==> src/rtl/mmio_pkg.sv <==
// Shared definitions for the MMIO responder: register offsets, STATUS layout and the timer type.
package mmio_pkg;

    typedef logic [63:0] mtime_t;
    typedef logic [2:0]  mmio_off_t;

    localparam mmio_off_t MMIO_OFF_CONSOLE_TX  = 3'd0;
    localparam mmio_off_t MMIO_OFF_STATUS      = 3'd1;
    localparam mmio_off_t MMIO_OFF_MTIME_LO    = 3'd2;
    localparam mmio_off_t MMIO_OFF_MTIME_HI    = 3'd3;
    localparam mmio_off_t MMIO_OFF_MTIMECMP_LO = 3'd4;
    localparam mmio_off_t MMIO_OFF_MTIMECMP_HI = 3'd5;
    localparam mmio_off_t MMIO_OFF_TOHOST      = 3'd6;
    localparam mmio_off_t MMIO_OFF_RESERVED    = 3'd7;

    localparam int STATUS_CNT_W     = 8;
    localparam int STATUS_EMPTY_BIT = 8;
    localparam int STATUS_FULL_BIT  = 9;
    localparam int STATUS_OVF_BIT   = 10;

endpackage

==> src/rtl/sync_fifo.sv <==
// Single-clock FIFO with occupancy count; a push into a full FIFO is accepted only when a pop frees a slot.
module sync_fifo #(
    parameter int WIDTH = 8,
    parameter int DEPTH = 16
) (
    input  logic                     clk,
    input  logic                     rst,
    input  logic                     push_i,
    input  logic [WIDTH-1:0]         data_i,
    input  logic                     pop_i,
    output logic [WIDTH-1:0]         data_o,
    output logic                     full_o,
    output logic                     empty_o,
    output logic [$clog2(DEPTH):0]   count_o
);
    localparam int AW = $clog2(DEPTH);
    localparam int CW = AW + 1;

    logic [WIDTH-1:0] mem_q [DEPTH];
    logic [AW-1:0]    wr_ptr_q, rd_ptr_q;
    logic [CW-1:0]    count_q, count_d;
    logic             push_ok, pop_ok;

    assign empty_o = (count_q == '0);
    assign full_o  = (count_q == CW'(DEPTH));
    assign count_o = count_q;
    assign data_o  = mem_q[rd_ptr_q];

    assign pop_ok  = pop_i && !empty_o;
    assign push_ok = push_i && (!full_o || pop_ok);

    always_comb begin
        count_d = count_q;
        case ({push_ok, pop_ok})
            2'b10:   count_d = count_q + CW'(1);
            2'b01:   count_d = count_q - CW'(1);
            default: count_d = count_q;
        endcase
    end

    // Storage is left unreset so it maps onto plain RAM.
    always_ff @(posedge clk) begin
        if (push_ok) begin
            mem_q[wr_ptr_q] <= data_i;
        end
    end

    always_ff @(posedge clk) begin
        if (rst) begin
            wr_ptr_q <= '0;
            rd_ptr_q <= '0;
            count_q  <= '0;
        end else begin
            if (push_ok) wr_ptr_q <= wr_ptr_q + AW'(1);
            if (pop_ok)  rd_ptr_q <= rd_ptr_q + AW'(1);
            count_q <= count_d;
        end
    end

endmodule

==> src/rtl/mmio_responder.sv <==
// MMIO window beside the DCCM: console TX FIFO, 64-bit mtime/mtimecmp timer with interrupt, and tohost.
module mmio_responder
    import mmio_pkg::*;
#(
    parameter int XLEN       = 32,
    parameter int FIFO_DEPTH = 16,
    parameter int PRESCALE   = 1
) (
    input  logic            clk,
    input  logic            rst,
    input  logic [XLEN-1:0] raddr,
    input  logic            rvalid_in,
    output logic [XLEN-1:0] rdata,
    output logic            rvalid_out,
    input  logic [XLEN-1:0] waddr,
    input  logic            wen,
    input  logic [XLEN-1:0] wdata,
    output logic [7:0]      tx_data,
    output logic            tx_valid,
    input  logic            tx_ready,
    output logic            timer_irq,
    output logic            sim_done,
    output logic [XLEN-1:0] sim_code
);
    localparam int CNT_W = $clog2(FIFO_DEPTH) + 1;
    localparam int PS_W  = (PRESCALE > 1) ? $clog2(PRESCALE) : 1;

    mmio_off_t r_off, w_off;
    logic      wr_console, wr_status, wr_mtime_lo, wr_mtime_hi;
    logic      wr_cmp_lo, wr_cmp_hi, wr_tohost;

    logic             fifo_full, fifo_empty;
    logic [CNT_W-1:0] fifo_count;

    logic            overflow_q, overflow_d;
    mtime_t          mtime_q, mtime_d, mtime_inc;
    mtime_t          mtimecmp_q, mtimecmp_d;
    logic [PS_W-1:0] presc_q, presc_d;
    logic            tick;
    logic            irq_q, irq_d;
    logic            sim_done_q, sim_done_d;
    logic [XLEN-1:0] sim_code_q, sim_code_d;
    logic [XLEN-1:0] rdata_q, rdata_d, rd_word;
    logic            rvalid_q;

    logic unused_addr_bits;
    assign unused_addr_bits = ^{raddr[XLEN-1:5], raddr[1:0], waddr[XLEN-1:5], waddr[1:0]};

    assign r_off       = raddr[4:2];
    assign w_off       = waddr[4:2];
    assign wr_console  = wen && (w_off == MMIO_OFF_CONSOLE_TX);
    assign wr_status   = wen && (w_off == MMIO_OFF_STATUS);
    assign wr_mtime_lo = wen && (w_off == MMIO_OFF_MTIME_LO);
    assign wr_mtime_hi = wen && (w_off == MMIO_OFF_MTIME_HI);
    assign wr_cmp_lo   = wen && (w_off == MMIO_OFF_MTIMECMP_LO);
    assign wr_cmp_hi   = wen && (w_off == MMIO_OFF_MTIMECMP_HI);
    assign wr_tohost   = wen && (w_off == MMIO_OFF_TOHOST);

    sync_fifo #(
        .WIDTH (8),
        .DEPTH (FIFO_DEPTH)
    ) u_tx_fifo (
        .clk     (clk),
        .rst     (rst),
        .push_i  (wr_console),
        .data_i  (wdata[7:0]),
        .pop_i   (tx_ready),
        .data_o  (tx_data),
        .full_o  (fifo_full),
        .empty_o (fifo_empty),
        .count_o (fifo_count)
    );

    assign tx_valid   = !fifo_empty;
    assign rdata      = rdata_q;
    assign rvalid_out = rvalid_q;
    assign timer_irq  = irq_q;
    assign sim_done   = sim_done_q;
    assign sim_code   = sim_code_q;

    always_comb begin
        // A new overflow is applied after the W1C so it wins a same-cycle clear.
        overflow_d = overflow_q;
        if (wr_status && wdata[STATUS_OVF_BIT]) overflow_d = 1'b0;
        if (wr_console && fifo_full && !tx_ready) overflow_d = 1'b1;

        tick      = (presc_q == PS_W'(PRESCALE - 1));
        presc_d   = tick ? '0 : presc_q + PS_W'(1);
        mtime_inc = mtime_q + mtime_t'(tick);

        // A half written by software replaces that half; no carry crosses into the other half.
        mtime_d = mtime_inc;
        if (wr_mtime_lo)      mtime_d = {mtime_q[63:32], wdata[31:0]};
        else if (wr_mtime_hi) mtime_d = {wdata[31:0], mtime_inc[31:0]};

        mtimecmp_d = mtimecmp_q;
        if (wr_cmp_lo)      mtimecmp_d = {mtimecmp_q[63:32], wdata[31:0]};
        else if (wr_cmp_hi) mtimecmp_d = {wdata[31:0], mtimecmp_q[31:0]};

        irq_d = (mtime_q >= mtimecmp_q);

        sim_done_d = sim_done_q;
        sim_code_d = sim_code_q;
        if (wr_tohost && !sim_done_q) begin
            sim_done_d = 1'b1;
            sim_code_d = wdata;
        end

        rd_word = '0;
        case (r_off)
            MMIO_OFF_STATUS: begin
                rd_word[STATUS_CNT_W-1:0]  = STATUS_CNT_W'(fifo_count);
                rd_word[STATUS_EMPTY_BIT]  = fifo_empty;
                rd_word[STATUS_FULL_BIT]   = fifo_full;
                rd_word[STATUS_OVF_BIT]    = overflow_q;
            end
            MMIO_OFF_MTIME_LO:    rd_word[31:0] = mtime_q[31:0];
            MMIO_OFF_MTIME_HI:    rd_word[31:0] = mtime_q[63:32];
            MMIO_OFF_MTIMECMP_LO: rd_word[31:0] = mtimecmp_q[31:0];
            MMIO_OFF_MTIMECMP_HI: rd_word[31:0] = mtimecmp_q[63:32];
            default:              rd_word = '0;
        endcase
        rdata_d = rvalid_in ? rd_word : rdata_q;
    end

    always_ff @(posedge clk) begin
        if (rst) begin
            overflow_q <= 1'b0;
            mtime_q    <= '0;
            mtimecmp_q <= '1;
            presc_q    <= '0;
            irq_q      <= 1'b0;
            sim_done_q <= 1'b0;
            sim_code_q <= '0;
            rdata_q    <= '0;
            rvalid_q   <= 1'b0;
        end else begin
            overflow_q <= overflow_d;
            mtime_q    <= mtime_d;
            mtimecmp_q <= mtimecmp_d;
            presc_q    <= presc_d;
            irq_q      <= irq_d;
            sim_done_q <= sim_done_d;
            sim_code_q <= sim_code_d;
            rdata_q    <= rdata_d;
            rvalid_q   <= rvalid_in;
        end
    end

endmodule

==> config.mk <==
export PLATFORM = sky130hd
export DESIGN_NAME = mmio_responder
export DESIGN_NICKNAME = d
export VERILOG_FILES = /design/src/rtl/mmio_pkg.sv /design/src/rtl/sync_fifo.sv /design/src/rtl/mmio_responder.sv
export SDC_FILE = /design/constraint.sdc
export NUM_CORES = 1
export LEC_CHECK = 0
export ABC_CLOCK_PERIOD_IN_PS = 4100
export CAP_MARGIN = 20
export CELL_PAD_IN_SITES_DETAIL_PLACEMENT = 1
export CELL_PAD_IN_SITES_GLOBAL_PLACEMENT = 2
export CORE_UTILIZATION = 37
export DETAILED_ROUTE_END_ITERATION = 8
export PLACE_DENSITY = 0.88
export REMOVE_ABC_BUFFERS = 1
export SLEW_MARGIN = 20
export SYNTH_ARGS = -nofsm -noshare
export SYNTH_HDL_FRONTEND = slang
export SYNTH_SLANG_ARGS = --single-unit
==> constraint.sdc <==
create_clock -name clk -period 4.1 [get_ports clk]
set_clock_uncertainty 0.05 [all_clocks]
set_input_delay 0.82 -clock clk [delete_from_list [all_inputs] [get_ports clk]]
set_output_delay 0.82 -clock clk [all_outputs]
set_load 0.02 [all_outputs]
==> results of run 1 <==
-- worst paths after layout --
check                           startpoint                  endpoint  slack [ns]  depth (start not counted)
setup reg to reg     mtime_q[0]$_SDFF_PP0_  mtime_q[57]$_SDFFE_PP0N_        0.66                          7
hold / removal    sim_code[9]$_SDFFE_PP0P_  sim_code[9]$_SDFFE_PP0P_        0.40                          2
hold reg to reg   sim_code[9]$_SDFFE_PP0P_  sim_code[9]$_SDFFE_PP0P_        0.40                          2
setup / recovery                  register                tx_data[0]        0.19                          4
-- what timing repair did --
item | CTS | global route
endpoints found under the setup margin | 4 | 0
resized for setup | 1 | 0
setup buffers | 0 | 0
-- stage by stage --
| step | instances | util | setup slack (ns) |
|---|---|---|---|
| global route | 2316 | 0.454 | 0.0718 |
| floorplan | 1501 | - | -0.719 |
| CTS | 2316 | 0.454 | 0.128 |
| global placement | 2242 | 0.420 | 0.278 |
| detailed placement | 2242 | 0.420 | 0.237 |
| finish | 2316 | 0.454 | 0.194 |
-- routing by layer --
metal | part of all wire | wire [um] | global-route usage | vias up
met5 | 0 | 0 | 0 | -
met4 | 0.033 | 1740 | 0.0847 | 0
met3 | 0.040 | 2120 | 0.0326 | 98
met2 | 0.51 | 26800 | 0.424 | 301
met1 | 0.42 | 22400 | 0.291 | 6767
li1 | - | - | - | 6140
-- cells by family (layout without fill, tap and decap cells) --
| family | after synthesis | in the layout | share of synthesized area |
|---|---|---|---|
| AO/OA/AOI/OAI | 391 | 391 | 0.159 |
| adder cells (fa/ha/maj) | 76 | 76 | 0.0587 |
| other | 1 | 1 | 0.000230 |
| AND/OR/NAND/NOR | 499 | 499 | 0.143 |
| multiplexers | 66 | 66 | 0.0718 |
| XOR/XNOR | 50 | 50 | 0.0268 |
| buffers and inverters | 184 | 306 | 0.0426 |
| flip-flops | 342 | 342 | 0.498 |
-- final cells by class --
type,instances,area [um^2],area share
timing repair buffer,156,1480,0.0753
clock inverter,26,392,0.0199
inverter,76,285,0.0145
multi-input combinational,1083,7540,0.384
sequential,342,8130,0.414
tap,585,732,0.0373
clock buffer,48,1070,0.0546
-- power groups by stage --
| stage | Sequential, mW | Clock, mW | Combinational, mW |
|---|---|---|---|
| 2_1_floorplan | 3.83 | 0 | 0.567 |
| 3_3_place_gp | 3.80 | 0 | 1.05 |
| 3_5_place_dp | 3.81 | 0 | 1.09 |
| 4_1_cts | 3.74 | 4.00 | 1.10 |
| 5_1_grt | 3.75 | 4.11 | 1.17 |
| 6_report | 3.74 | 3.93 | 1.09 |
-- cells in the final DEF, fill, tap and decap left out, types with 40 or more instances in the layout --
master / synthesis / layout
ha_1: 75 / 75
mux4_2: 40 / 40
nand2_1: 202 / 202
clkbuf_16: 0 / 40
a211oi_1: 54 / 54
clkdlybuf4s50_1: 0 / 115
edfxtp_1: 128 / 128
a21oi_1: 118 / 118
o211ai_1: 70 / 70
dfxtp_1: 214 / 213
inv_1: 75 / 75
nor2_1: 120 / 120
-- flip-flops by register name, summed over array words and instances, names as in the netlist, named ones only --
name                count
rvalid_out              1
sim_code               32
u_tx_fifo.count_o       5
sim_done                1
overflow_q              1
rdata                  32
presc_q                 1
u_tx_fifo.wr_ptr_q      4
mtimecmp_q             64
timer_irq               1
u_tx_fifo.mem_q       128
u_tx_fifo.rd_ptr_q      4
mtime_q                64
-- cells in the mapped netlist, types with 9 or more instances --
master,count
a221oi_1,28
nand3_1,29
buf_1,10
xnor2_1,26
mux2_2,9
mux4_2,40
nor3_1,21
and3_1,14
a22oi_1,37
nor2_1,120
a21oi_1,118
xor2_1,24
edfxtp_1,128
a211oi_1,54
nor4_1,18
inv_1,75
dfxtp_1,214
ha_1,75
o21ai_0,34
a31oi_1,15
nand4_1,30
nand2_1,202
nor2b_1,10
o211ai_1,70
mux2i_1,17
clkbuf_1,96
or3_1,12
-- worst max-delay path, stage by stage (launching register included) --
cell,delay [ns]
dfxtp_4,0.53
buf_4,0.29
mux4_2,0.58
mux4_2,0.47
clkdlybuf4s50_1,0.56
==> flow_metrics.env, run 1 <==
export IMPL_clock_sinks=342
export IMPL_setup_viol=0
export IMPL_cts_hold_buffers=0
export IMPL_synth_edff_count=128
export IMPL_first_iter_violations=820
export IMPL_layout_drive_gt1_share=0.103
export IMPL_via_count=13306
export IMPL_dieWidth_um=212
export IMPL_cellPowerDensity_nw_per_um2=446
export IMPL_placedInstanceArea_um2=18200
export IMPL_yosysWarnings=0
export IMPL_drt_total_wl_mm=53.1
export IMPL_cts_max_level=2
export IMPL_root_buffer="clkbuf_16"
export IMPL_comb_power_share=0.124
export IMPL_path_clk_slew_ns=0.07
export IMPL_n_antenna_cell=0
export IMPL_io_pins=177
export IMPL_synth_area_um2=16300
export IMPL_peakVddDrop_mv=0.277
export IMPL_worstMarginPinSlew_ns=1.07
export IMPL_period_needed_ns=3.91
export IMPL_cts_buffers=40
export IMPL_design_area_um2=19600
export IMPL_dp_hpwl_mm=36.2
export IMPL_arrival_ns=3.04
export IMPL_synth_seq_cells=342
export IMPL_grt_overflow=0
export IMPL_clockPowerShare=0.449
export IMPL_critPathMaxFanout=13
export IMPL_hold_class="register to register"
export IMPL_grt_pass1_wl_mm=81.5
export IMPL_grt_max_degree=65
export IMPL_async_reset_ff_frac=0
export IMPL_drt_pass1_iterations=5
export IMPL_grt_use_total=0.238
export IMPL_synthFlopType="dfxtp_1"
export IMPL_io_buffers=118
export IMPL_die_area_um2=45000
export IMPL_placementRows=76
export IMPL_clock_latency_ns=0.59
export IMPL_yosysSeqAreaShare=0.498
export IMPL_yosysTopAreaCell="dfxtp_1"
export IMPL_synth_distinct_cells=60
export IMPL_antenna_found_initial=0
export IMPL_status="finished, final reports clean"
export IMPL_rsz0062_at_grt="false"
export IMPL_fin_tns_setup_ns=0
export IMPL_total_power_mw=8.76
export IMPL_dieHeight_um=212
export IMPL_slew_headroom=0.283
export IMPL_p_sw_mw=2.30
export IMPL_nNetsFinal=1876
export IMPL_initial_utilization=0.377
export IMPL_switching_share=0.263
export IMPL_min_period_over_period=0.953
export IMPL_startpoint_type="register"
export IMPL_leakagePower_nw=7.18
export IMPL_grt_pass1_vias=13776
export IMPL_critPathKind="register to primary output"
export IMPL_cts_buffer_depth=3
export IMPL_internal_power_mw=6.46
export IMPL_clock_fmax_mhz=256
export IMPL_slew_violations=0
export IMPL_yosysTopAreaCellShare=0.262
export IMPL_cts_tree="done"
export IMPL_drv_cap=0
export IMPL_crit_required_ns=3.23
export IMPL_seqPwrFrac=0.427
export IMPL_postSynthCellCount=1609
export IMPL_fp_coreArea_um2=43300
export IMPL_antenna_left=0
export IMPL_drcViolationCount=0
export IMPL_syn_to_final_growth_pct=20.2
export IMPL_vias_per_cell=5.75
export IMPL_fill_cells=4770
export IMPL_gp_congestion=0.830
export IMPL_avgSynthCellArea_um2=10.1
export IMPL_avgRoutedWirePerCell_um=22.9
export IMPL_synthTopCellsByArea="dfxtp_1 (26%), edfxtp_1 (24%), ha_1 (5.7%), mux4_2 (5.5%), nand2_1 (4.6%)"
export IMPL_holdWs_ns=0.403
export IMPL_hold_viol=0
export IMPL_end_kind="primary output"
Power figures use the tool's default switching activity.
==> run 2, diff against run 1 <==
CORE_MARGIN = 2   (was not set)
GPL_ROUTABILITY_DRIVEN = 0   (was not set)
==> flow_metrics.env, run 2 (synthesis results as in run 1) <==
export IMPL_io_buffers=118
export IMPL_leakagePower_nw=7.17
export IMPL_placed_cells=2244
export IMPL_comb_power_share=0.127
export IMPL_slew_headroom=0.274
export IMPL_via_count=13342
export IMPL_worstPathCellList="buf_12, mux4_2, mux4_2, clkdlybuf4s50_1"
export IMPL_clock_sinks=342
export IMPL_grt_pass1_wl_mm=83.2
export IMPL_ctsResizeCount=0
export IMPL_end_kind="primary output"
export IMPL_nNetsFinal=1878
export IMPL_dp_hpwl_mm=36.1
export IMPL_layout_cells_non_filler=2317
export IMPL_seqPwrFrac=0.433
export IMPL_grt_pass1_vias=14080
export IMPL_cts_buffers=40
export IMPL_n_antenna_cell=0
export IMPL_critPathMaxFanout=24
export IMPL_antenna_found_initial=2
export IMPL_hold_class="register to register"
export IMPL_rsz0062_at_grt="false"
export IMPL_cp_num_buf_inv=2
export IMPL_largestRegisters="u_tx_fifo.mem_q (128), mtime_q (64), mtimecmp_q (64)"
export IMPL_worstMarginPinSlew_ns=1.08
export IMPL_drv_cap=0
export IMPL_layout_drive_gt1_share=0.104
export IMPL_cts_buffer_depth=3
export IMPL_clock_latency_ns=0.61
export IMPL_switching_share=0.268
export IMPL_regMostFlops="u_tx_fifo.mem_q"
export IMPL_initial_utilization=0.377
export IMPL_hold_viol=0
export IMPL_drt_pass1_iterations=6
export IMPL_syn_to_final_growth_pct=20.1
export IMPL_status="finished, final reports clean"
export IMPL_layout_commonest_cell="dfxtp_1"
export IMPL_slew_violations=0
export IMPL_grt_use_total=0.232
export IMPL_avgRoutedWirePerCell_um=23.1
export IMPL_startpoint_type="register"
export IMPL_root_buffer="clkbuf_16"
export IMPL_clock_fmax_mhz=252
export IMPL_cts_setup_buffers=0
export IMPL_p_sw_mw=2.30
export IMPL_antenna_left=0
export IMPL_cellPowerDensity_nw_per_um2=439
export IMPL_fp_coreArea_um2=43400
export IMPL_setup_viol=0
export IMPL_crit_family="multiplexers"
export IMPL_grt_max_degree=102
export IMPL_io_pins=177
export IMPL_largest_reg_flops=128
export IMPL_cts_hold_buffers=0
export IMPL_min_period_over_period=0.967
export IMPL_grt_overflow=0
export IMPL_cts_max_level=2
export IMPL_crit_required_ns=3.23
export IMPL_layout_common_cells="dfxtp_1 (213), nand2_1 (202), edfxtp_1 (128), nor2_1 (120), a21oi_1 (118)"
export IMPL_path_common_cell="mux4_2"
export IMPL_cp_slowest_stage_delay_ns=0.58
export IMPL_drt_total_wl_mm=53.4
export IMPL_placementRows=76
export IMPL_critPathKind="register to primary output"
export IMPL_period_needed_ns=3.97
export IMPL_internal_power_mw=6.31
export IMPL_dieHeight_um=214
export IMPL_first_iter_violations=937
export IMPL_clockPowerShare=0.440
export IMPL_pre_cts_ws_ns=0.227
export IMPL_dieWidth_um=214
export IMPL_vias_per_cell=5.76
export IMPL_arrival_ns=3.10
export IMPL_drcViolationCount=0
export IMPL_peakVddDrop_mv=0.315
export IMPL_path_clk_slew_ns=0.06
export IMPL_slowest_stage="mux4_2"
export IMPL_cts_tree="done"
export IMPL_total_power_mw=8.61
export IMPL_post_route_worst_setup_slack_ns=0.135
export IMPL_die_area_um2=45800
export IMPL_final_core_util=0.452
run 2: cell count changes in the layout (fill, tap and decap cells not counted), sizes merged:
| cell | delta |
|---|---|
| bufinv | -4 |
| inv | -3 |
| clkbuf | +4 |
| clkinvlp | +1 |
| buf | +2 |
| clkinv | +1 |
run 2: stage by stage:
step	setup TNS (ns)	area (um^2)	hold WS, ns
after floorplan	-43.25	15900	0.420
after global placement	0	18200	0.391
after detailed placement	0	18200	0.396
after CTS	0	19600	0.404
after global routing	0	19600	0.430
final	0	19600	0.402
run 2: cell type report:
class	instances	area, um^2
sequential	342	8130
clock inverter	21	272
tap	585	732
inverter	76	285
multi-input combinational	1083	7540
clock buffer	52	1150
timing repair buffer	158	1490
fill	4829	23800
run 2: worst paths after layout:
check	cells after the start	start	endpoint	slack, ns
hold / removal	2	sim_code[7]$_SDFFE_PP0P_	sim_code[7]$_SDFFE_PP0P_	0.40
hold reg to reg	2	sim_code[7]$_SDFFE_PP0P_	sim_code[7]$_SDFFE_PP0P_	0.40
setup / recovery	4	register	tx_data[4]	0.13
setup reg to reg	10	u_tx_fifo.count_o[0]$_SDFFE_PP0P_	u_tx_fifo.count_o[4]$_SDFFE_PP0P_	0.62
run 2: power by group through the flow:
| stage | clock network [mW] | registers (mW) | logic [mW] |
|---|---|---|---|
| global route | 3.98 | 3.74 | 1.19 |
| CTS | 3.86 | 3.73 | 1.11 |
| global placement | 0 | 3.79 | 1.06 |
| floorplan | 0 | 3.83 | 0.567 |
| detailed placement | 0 | 3.80 | 1.10 |
| finish | 3.79 | 3.73 | 1.10 |
run 2: layer usage:
metal	global-route usage	up-vias	part of all wire
li1	-	6144	-
met5	0	-	0.00051
met3	0.0417	102	0.052
met2	0.402	344	0.49
met1	0.290	6748	0.42
met4	0.0840	4	0.032
run 2: tightest hold or removal path, delay by kind of cell (launching register included):
kind,cells,cell delay (ns)
flip-flops,1,0.31
AND/OR/NAND/NOR,1,0.05
AO/OA/AOI/OAI,1,0.05
